===== src/rtl/nes_video_pkg.sv =====
// Shared video-block types and sizes.
// Palette geometry and palette-loader FSM states.
package nes_video_pkg;

  localparam int PAL_ENTRIES = 64;
  localparam int PAL_IDX_W   = 6;
  localparam int PAL_RGB_W   = 24;

  typedef enum logic [1:0] {
    IDLE,
    COLLECT,
    PEND,
    FULL
  } pal_state_t;

endpackage


===== src/rtl/nes_palette_loader.sv =====
// Palette-RAM writer fed by the HPS .pal download stream.
// Assembles R,G,B bytes into entries, optionally deferring writes to blanking.
module nes_palette_loader
  import nes_video_pkg::*;
#(
  parameter bit WRITE_IN_BLANK = 1'b1,
  parameter int NUM_ENTRIES    = PAL_ENTRIES
) (
  input  logic                 clk,
  input  logic                 reset,
  input  logic                 dl_active,
  input  logic                 dl_wr,
  input  logic [7:0]           dl_data,
  input  logic                 blank,
  output logic                 dl_wait,
  output logic                 load_color,
  output logic [PAL_IDX_W-1:0] load_color_index,
  output logic [PAL_RGB_W-1:0] load_color_data,
  output logic                 busy,
  output logic                 palette_valid,
  output logic [6:0]           entries_written,
  output logic                 dl_err
);

  localparam logic [PAL_IDX_W-1:0] LAST_IDX =
    PAL_IDX_W'(NUM_ENTRIES - 1);
  localparam logic [6:0] NUM_W = 7'(NUM_ENTRIES);

  pal_state_t state, state_n;

  logic                 act_q;
  logic                 rise;
  logic                 fall;
  logic                 byte_ok;
  logic                 fire;
  logic                 last;
  logic [1:0]           phase;
  logic [PAL_IDX_W-1:0] idx;
  logic [7:0]           r_q;
  logic [7:0]           g_q;

  assign rise    = dl_active & ~act_q;
  assign fall    = ~dl_active & act_q;
  assign byte_ok = dl_wr & dl_active;
  assign last    = (idx == LAST_IDX);

  // A restart in the same cycle as a pending write wins.
  assign fire = (state == PEND) &&
                (!WRITE_IN_BLANK || blank) && !rise;

  always_ff @(posedge clk) begin
    if (reset) begin
      state <= IDLE;
    end else begin
      state <= state_n;
    end
  end

  always_comb begin
    state_n = state;
    if (rise) begin
      state_n = COLLECT;
    end else begin
      unique case (state)
        IDLE: state_n = IDLE;
        COLLECT: begin
          if (fall) begin
            state_n = IDLE;
          end else if (byte_ok && phase == 2'd2) begin
            state_n = PEND;
          end
        end
        PEND: begin
          if (fire) begin
            if (!dl_active) begin
              state_n = IDLE;
            end else if (last) begin
              state_n = FULL;
            end else begin
              state_n = COLLECT;
            end
          end
        end
        FULL: begin
          if (fall) begin
            state_n = IDLE;
          end
        end
      endcase
    end
  end

  always_comb begin
    load_color = fire;
    dl_wait    = (state == PEND) && !fire;
    busy       = (state != IDLE);
  end

  always_ff @(posedge clk) begin
    if (reset) begin
      act_q            <= 1'b0;
      phase            <= 2'd0;
      idx              <= '0;
      r_q              <= '0;
      g_q              <= '0;
      load_color_index <= '0;
      load_color_data  <= '0;
      entries_written  <= '0;
      palette_valid    <= 1'b0;
      dl_err           <= 1'b0;
    end else begin
      act_q <= dl_active;
      if (rise) begin
        phase           <= 2'd0;
        idx             <= '0;
        entries_written <= '0;
        palette_valid   <= 1'b0;
        dl_err          <= 1'b0;
      end else begin
        unique case (state)
          COLLECT: begin
            if (fall) begin
              phase <= 2'd0;
              if (entries_written < NUM_W) begin
                dl_err <= 1'b1;
              end
            end else if (byte_ok) begin
              unique case (1'b1)
                phase == 2'd0: begin
                  r_q   <= dl_data;
                  phase <= 2'd1;
                end
                phase == 2'd1: begin
                  g_q   <= dl_data;
                  phase <= 2'd2;
                end
                default: begin
                  load_color_data  <= {r_q, g_q, dl_data};
                  load_color_index <= idx;
                  phase            <= 2'd0;
                end
              endcase
            end
          end
          PEND: begin
            if (fire) begin
              entries_written <= entries_written + 7'd1;
              idx             <= idx + 1'b1;
              if (last) begin
                palette_valid <= 1'b1;
              end else if (!dl_active) begin
                dl_err <= 1'b1;
              end else if (byte_ok) begin
                // dl_wait is low on the strobe cycle, so take the next R.
                r_q   <= dl_data;
                phase <= 2'd1;
              end
            end else if (byte_ok) begin
              dl_err <= 1'b1;
            end
          end
          default: begin
          end
        endcase
      end
    end
  end

endmodule


===== config.mk =====
export PLATFORM = sky130hd
export DESIGN_NAME = nes_palette_loader
export DESIGN_NICKNAME = d
export VERILOG_FILES = /design/src/rtl/nes_video_pkg.sv /design/src/rtl/nes_palette_loader.sv
export SDC_FILE = /design/constraint.sdc
export NUM_CORES = 1
export LEC_CHECK = 0
export BUFFER_PORTS_ARGS = -buffer_cell sky130_fd_sc_hd__buf_2
export CAP_MARGIN = 20
export CORE_MARGIN = 8
export CORE_UTILIZATION = 50
export DETAILED_ROUTE_END_ITERATION = 10
export PLACE_DENSITY = 0.8
export SLEW_MARGIN = 20
export SYNTH_ARGS = -nofsm -noshare
export SYNTH_HDL_FRONTEND = slang
export SYNTH_SLANG_ARGS = --single-unit

===== constraint.sdc =====
create_clock -name clk -period 3.3 [get_ports clk]
set_input_delay 0.495 -clock clk [delete_from_list [all_inputs] [get_ports clk]]
set_output_delay 0.495 -clock clk [all_outputs]
set_load 0.02 [all_outputs]

After elaboration in Yosys (flattened, before gate mapping)
Index checks and enable logic that the tools add are counted.

$add $sub $neg: 2. Magnitude comparators: 1. Eq/ne operators: 24. Mux-type cells: 31. Bitwise gates (word level): 8. Reductions and logical operators: 21.

Operators by type and width (count): $mux W8 (7); $mux W2 (12); $ne A3 B3 Y1 const B (7); $ne A2 B2 Y1 const B (10); $pmux W8 S2 (1); $reduce_and A6 Y1 (2); $reduce_and A5 Y1 (2); $reduce_and A3 Y1 (3); $reduce_and A9 Y1 (1); $pmux W2 S2 (2); $pmux W2 S4 (1); $add A7 B1 Y7 const B (1); $lt A7 B7 Y1 const B (1); $mux W1 (7); $add A6 B1 Y6 const B (1); $eq A2 B2 Y1 const B (3); $eq A6 B6 Y1 const B (1); $not A1 Y1 (5); $eq A2 B1 Y1 const B (2); $logic_and A1 B1 Y1 (4); $logic_not A2 Y1 (2); $ne A4 B4 Y1 const B (1); $reduce_bool A2 Y1 (2); $reduce_or A2 Y1 (2); 4 further kinds (7).

Bits in registers: 66. Bits of input ports: 13. Output and inout port bits: 42. Logic and storage cells: 99.

Depth between registers and ports, before layout
Depth in word-level cells: 7. Depth in mapped cells: 8. Mapped depth without buffers: 6.

Least setup slack after synthesis
Ideal clock, no wire load.

Kind: input -> register. From: input port dl_active. To: register g_q[0]. Library setup time: 128 ps. Arrival: 1726 ps. Data required time: 3172 ps. Path slack: 1446 ps. Cell stages on the path: 7. Buffers on the path: 1. Cells stage by stage: buf_6 inv_1 ha_1 nand2_1 nor3_4 mux2i_1 nor2_1.

Word-level cells in the longest chain between the ends: 4. Elaborated cells on any way between the ends: 7. Those cells by class: bitwise: 6; reduce/logical: 1.

Ends and longest elaborated chain: start, declared (line nes_palette_loader.sv:11) `input logic dl_active,`; $not A1 Y1 (line nes_palette_loader.sv:43) `assign fall = ~dl_active & act_q;`; $and A1 B1 Y1 (line nes_palette_loader.sv:43); $not A1 Y1 (no line); $reduce_and A5 Y1 (no line) (*); end signal, assigned (line nes_palette_loader.sv:134) `g_q <= dl_data;`; end, declared (line nes_palette_loader.sv:40) `logic [7:0] g_q;`.

Mark *: on every way between the ends. The rest lies on a longest branch, timed or not. A chain may end at the register's enable or synchronous reset.

Worst setup path in the final report
From: register state[0]. To: output port load_color.

Word-level cells in the longest chain between the ends: 3.

Ends and longest elaborated chain: start, declared (line nes_palette_loader.sv:29) `pal_state_t state, state_n;`; start signal, assigned (line nes_palette_loader.sv:55) `state <= state_n;`; $eq A2 B2 Y1 (line nes_palette_loader.sv:48) `assign fire = (state == PEND) &&`; $logic_and A1 B1 Y1 (line nes_palette_loader.sv:48); $logic_and A1 B1 Y1 (line nes_palette_loader.sv:49) `(!WRITE_IN_BLANK || blank) && !rise;`; end, declared (line nes_palette_loader.sv:16) `output logic load_color,`.

Every way passes these cells.

==> impl_metrics.py <==
metrics = {
    "logic_synthesis": {
        "synth_ff_type": "dfxtp_1",
        "synth.distinct_cells": 39,
        "synth_area_um2": 2800,
        "ys_seq_area_share_pct": 47.2,
        "syn_area_per_cell_um2": 8.72,
        "synth_top_area_share_pct": 47.2,
        "ys_ff_latch": 66,
        "ys_top_cells_by_area": "dfxtp_1 (47%), nand2_1 (9.0%), mux2i_1 (6.8%), a21oi_1 (6.3%), nand2b_1 (4.0%)",
        "synth_edf_count": 0,
        "syn_nets": 342,
        "ys_warn_count": 0,
        "synth.largest_area_cell": "dfxtp_1",
        "synth-async-reset-ratio_pct": 0,
        "synthCells": 321,
    },
    "critical_path": {
        "r2r_start": "state[0]",
        "start_kind": "register",
        "reg2reg_depth": 6,
        "cp-end-kind": "output pin",
        "r2r_end": "r_q[0]",
        "rrSetupSlack_ps": 1150,
        "path_max_fanout": 14,
        "required_ps": 2800,
        "arrival_ps": 1870,
        "crit_type": "reg2out",
    },
    "power": {
        "total_power_mw": 1.67,
        "power_density_nw_per_um2": 505,
        "ir_drop_uv": 234,
        "leakagePower_nw": 1.35,
    },
    "cells_and_area": {
        "layout.nets": 390,
        "n_antenna_cell": 0,
        "area_growth_pct": 18.4,
        "multi_input_area_um2": 1340,
        "drive_above_1_share_pct": 21.1,
        "fillerInstances": 505,
        "final_cell_mix": "nand2_1 (67), dfxtp_1 (66), buf_2 (54), a21oi_1 (35), nor2_1 (25)",
        "final_common_cell": "nand2_1",
        "register_area_um2": 1320,
    },
    "global_routing": {
        "grt_use_total_pct": 16.0,
        "first_global_vias": 2282,
        "grt_pass1_wl_um": 10800,
        "grt_antenna_before_repair": 0,
        "grt_max_degree": 58,
        "overflow": 0,
    },
    "floorplan": {
        "die_w_um": 90.8,
        "initial_utilization_pct": 51.1,
        "fp.dieArea_um2": 8240,
        "fp-row-count": 27,
        "core_um2": 5470,
        "io_pins": 55,
        "fp.dieH_um": 90.8,
    },
    "clock_tree": {
        "tritoncts": "done",
        "clockBufferDepth": 2,
        "cts_setup_buffers": 0,
        "clk_pin_slew_ps": 70,
        "cts_resized": 0,
        "htree_levels": 3,
        "clk_latency_ps": 340,
        "holdBufCountCts": 0,
        "cts_buffers": 9,
        "cts-root-buf": "clkbuf_8",
        "cts.sinks": 66,
    },
    "sta": {
        "max_freq_mhz": 423,
        "finalSetupTns_ps": 0,
        "fin_skew_ps": 5.02,
        "fin_crit_ps": 2370,
        "final.period_utilization_pct": 71.7,
        "worst-slew-pin-transition_ps": 549,
        "drv_slew": 0,
        "relSlewSlack_pct": 63.3,
        "setup_viol": 0,
        "hold_viol": 0,
        "rsz0062_at_grt": "no",
    },
    "routing": {
        "drc": 0,
        "drt_pass1_iterations": 5,
        "wl_um": 6370,
        "detail-route-antenna-nets": 0,
        "vias": 2333,
        "vias_per_cell": 5.23,
        "post_drt_wl_per_cell_um": 14.3,
        "initialDrtViolationCount": 142,
    },
    "min_path": {
        "hold_path_end": "load_color_data[7]",
        "whs_path_depth": 3,
        "min_path_type": "in2reg",
        "min-delay-start": "dl_data[7]",
    },
    "run": {
        "maxCapViolations": 0,
    },
    "placement": {
        "io_buffers": 54,
        "hpwl_um": 4160,
        "gp_congestion": 0.926,
    },
    "run_status": {
        "status": "complete, no violations",
    },
}
area by class of cell:
cell class,count,area share (%)
Timing Repair Buffer,58,9.06
Sequential cell,66,39.9
Clock inverter,4,2.23
Inverter,8,0.906
Multi-Input combinational cell,226,40.5
Clock buffer,12,4.68
Tap cell,72,2.72
cells by family (layout without fill, tap and decap cells):
group,Yosys count,in the layout,synth area share (%)
multiplexers,19,19,6.80
flip-flops,66,66,47.2
AND/OR/NAND/NOR,138,138,23.3
adder cells (fa/ha/maj),8,8,3.58
buffers and inverters,29,82,4.87
AO/OA/AOI/OAI,50,50,10.8
XOR/XNOR,11,11,3.44
worst max-delay path, cell delays in order (launching register included):
cell	delay (ps)
dfxtp_1	340
inv_1	90
ha_1	460
and3b_1	240
buf_4	210
buf_2	190
metal layers:
| metal | part of all wire, % | GRT usage [%] | vias up | wire [µm] |
|---|---|---|---|---|
| li1 | - | - | 1168 | - |
| met1 | 45 | 20.0 | 1075 | 2880 |
| met2 | 46 | 24.1 | 76 | 2950 |
| met3 | 6.5 | 3.99 | 14 | 417 |
| met4 | 2.0 | 10.1 | 0 | 125 |
| met5 | 0 | 0 | - | 0 |
report_power, final:
| group | leakage, nW | switching, mW | internal [mW] |
|---|---|---|---|
| registers | 0.533 | 0.00578 | 0.805 |
| logic | 0.700 | 0.0557 | 0.0332 |
| clock network | 0.117 | 0.308 | 0.467 |
worst max-delay path by stage:
stage | from | to | cells after the start | slack (ps)
after floorplan | dl_active | g_q[0] | 7 | 1450
after global placement | dl_active | r_q[6] | 7 | 1100
after detailed placement | dl_active | r_q[3] | 7 | 1010
after CTS | state[0] | load_color | 5 | 920
after global routing | state[0] | load_color | 5 | 800
final | state[0] | load_color | 5 | 930
state kept, by name (all words and copies together) (netlist names):
register          count
act_q                 1
dl_err                1
entries_written       7
g_q                   8
idx                   6
load_color_data      24
load_color_index      6
palette_valid         1
phase                 2
r_q                   8
state                 2
metrics by stage:
| step | hold WS [ps] | area, µm² | std cells | utilization (%) | worst slack, ps |
|---|---|---|---|---|---|
| floorplan | 431 | 2800 | 321 | - | 1450 |
| global placement | 433 | 3080 | 430 | 56.4 | 1100 |
| detailed placement | 436 | 3080 | 430 | 56.4 | 1010 |
| CTS | 399 | 3310 | 446 | 60.5 | 919 |
| global route | 414 | 3310 | 446 | 60.5 | 804 |
| finish | 414 | 3310 | 446 | 60.5 | 934 |
synth_stat cells, types with 3 or more instances:
library cell	number
and3_1	4
inv_1	8
nor2_1	25
nand3_1	4
nand2b_1	18
dfxtp_1	66
ha_1	8
clkbuf_1	11
buf_2	7
nand2_1	67
a21oi_1	35
nand4_1	6
xor2_1	8
mux2i_1	19
xnor2_1	3
(Power assumes the default switching activity.)
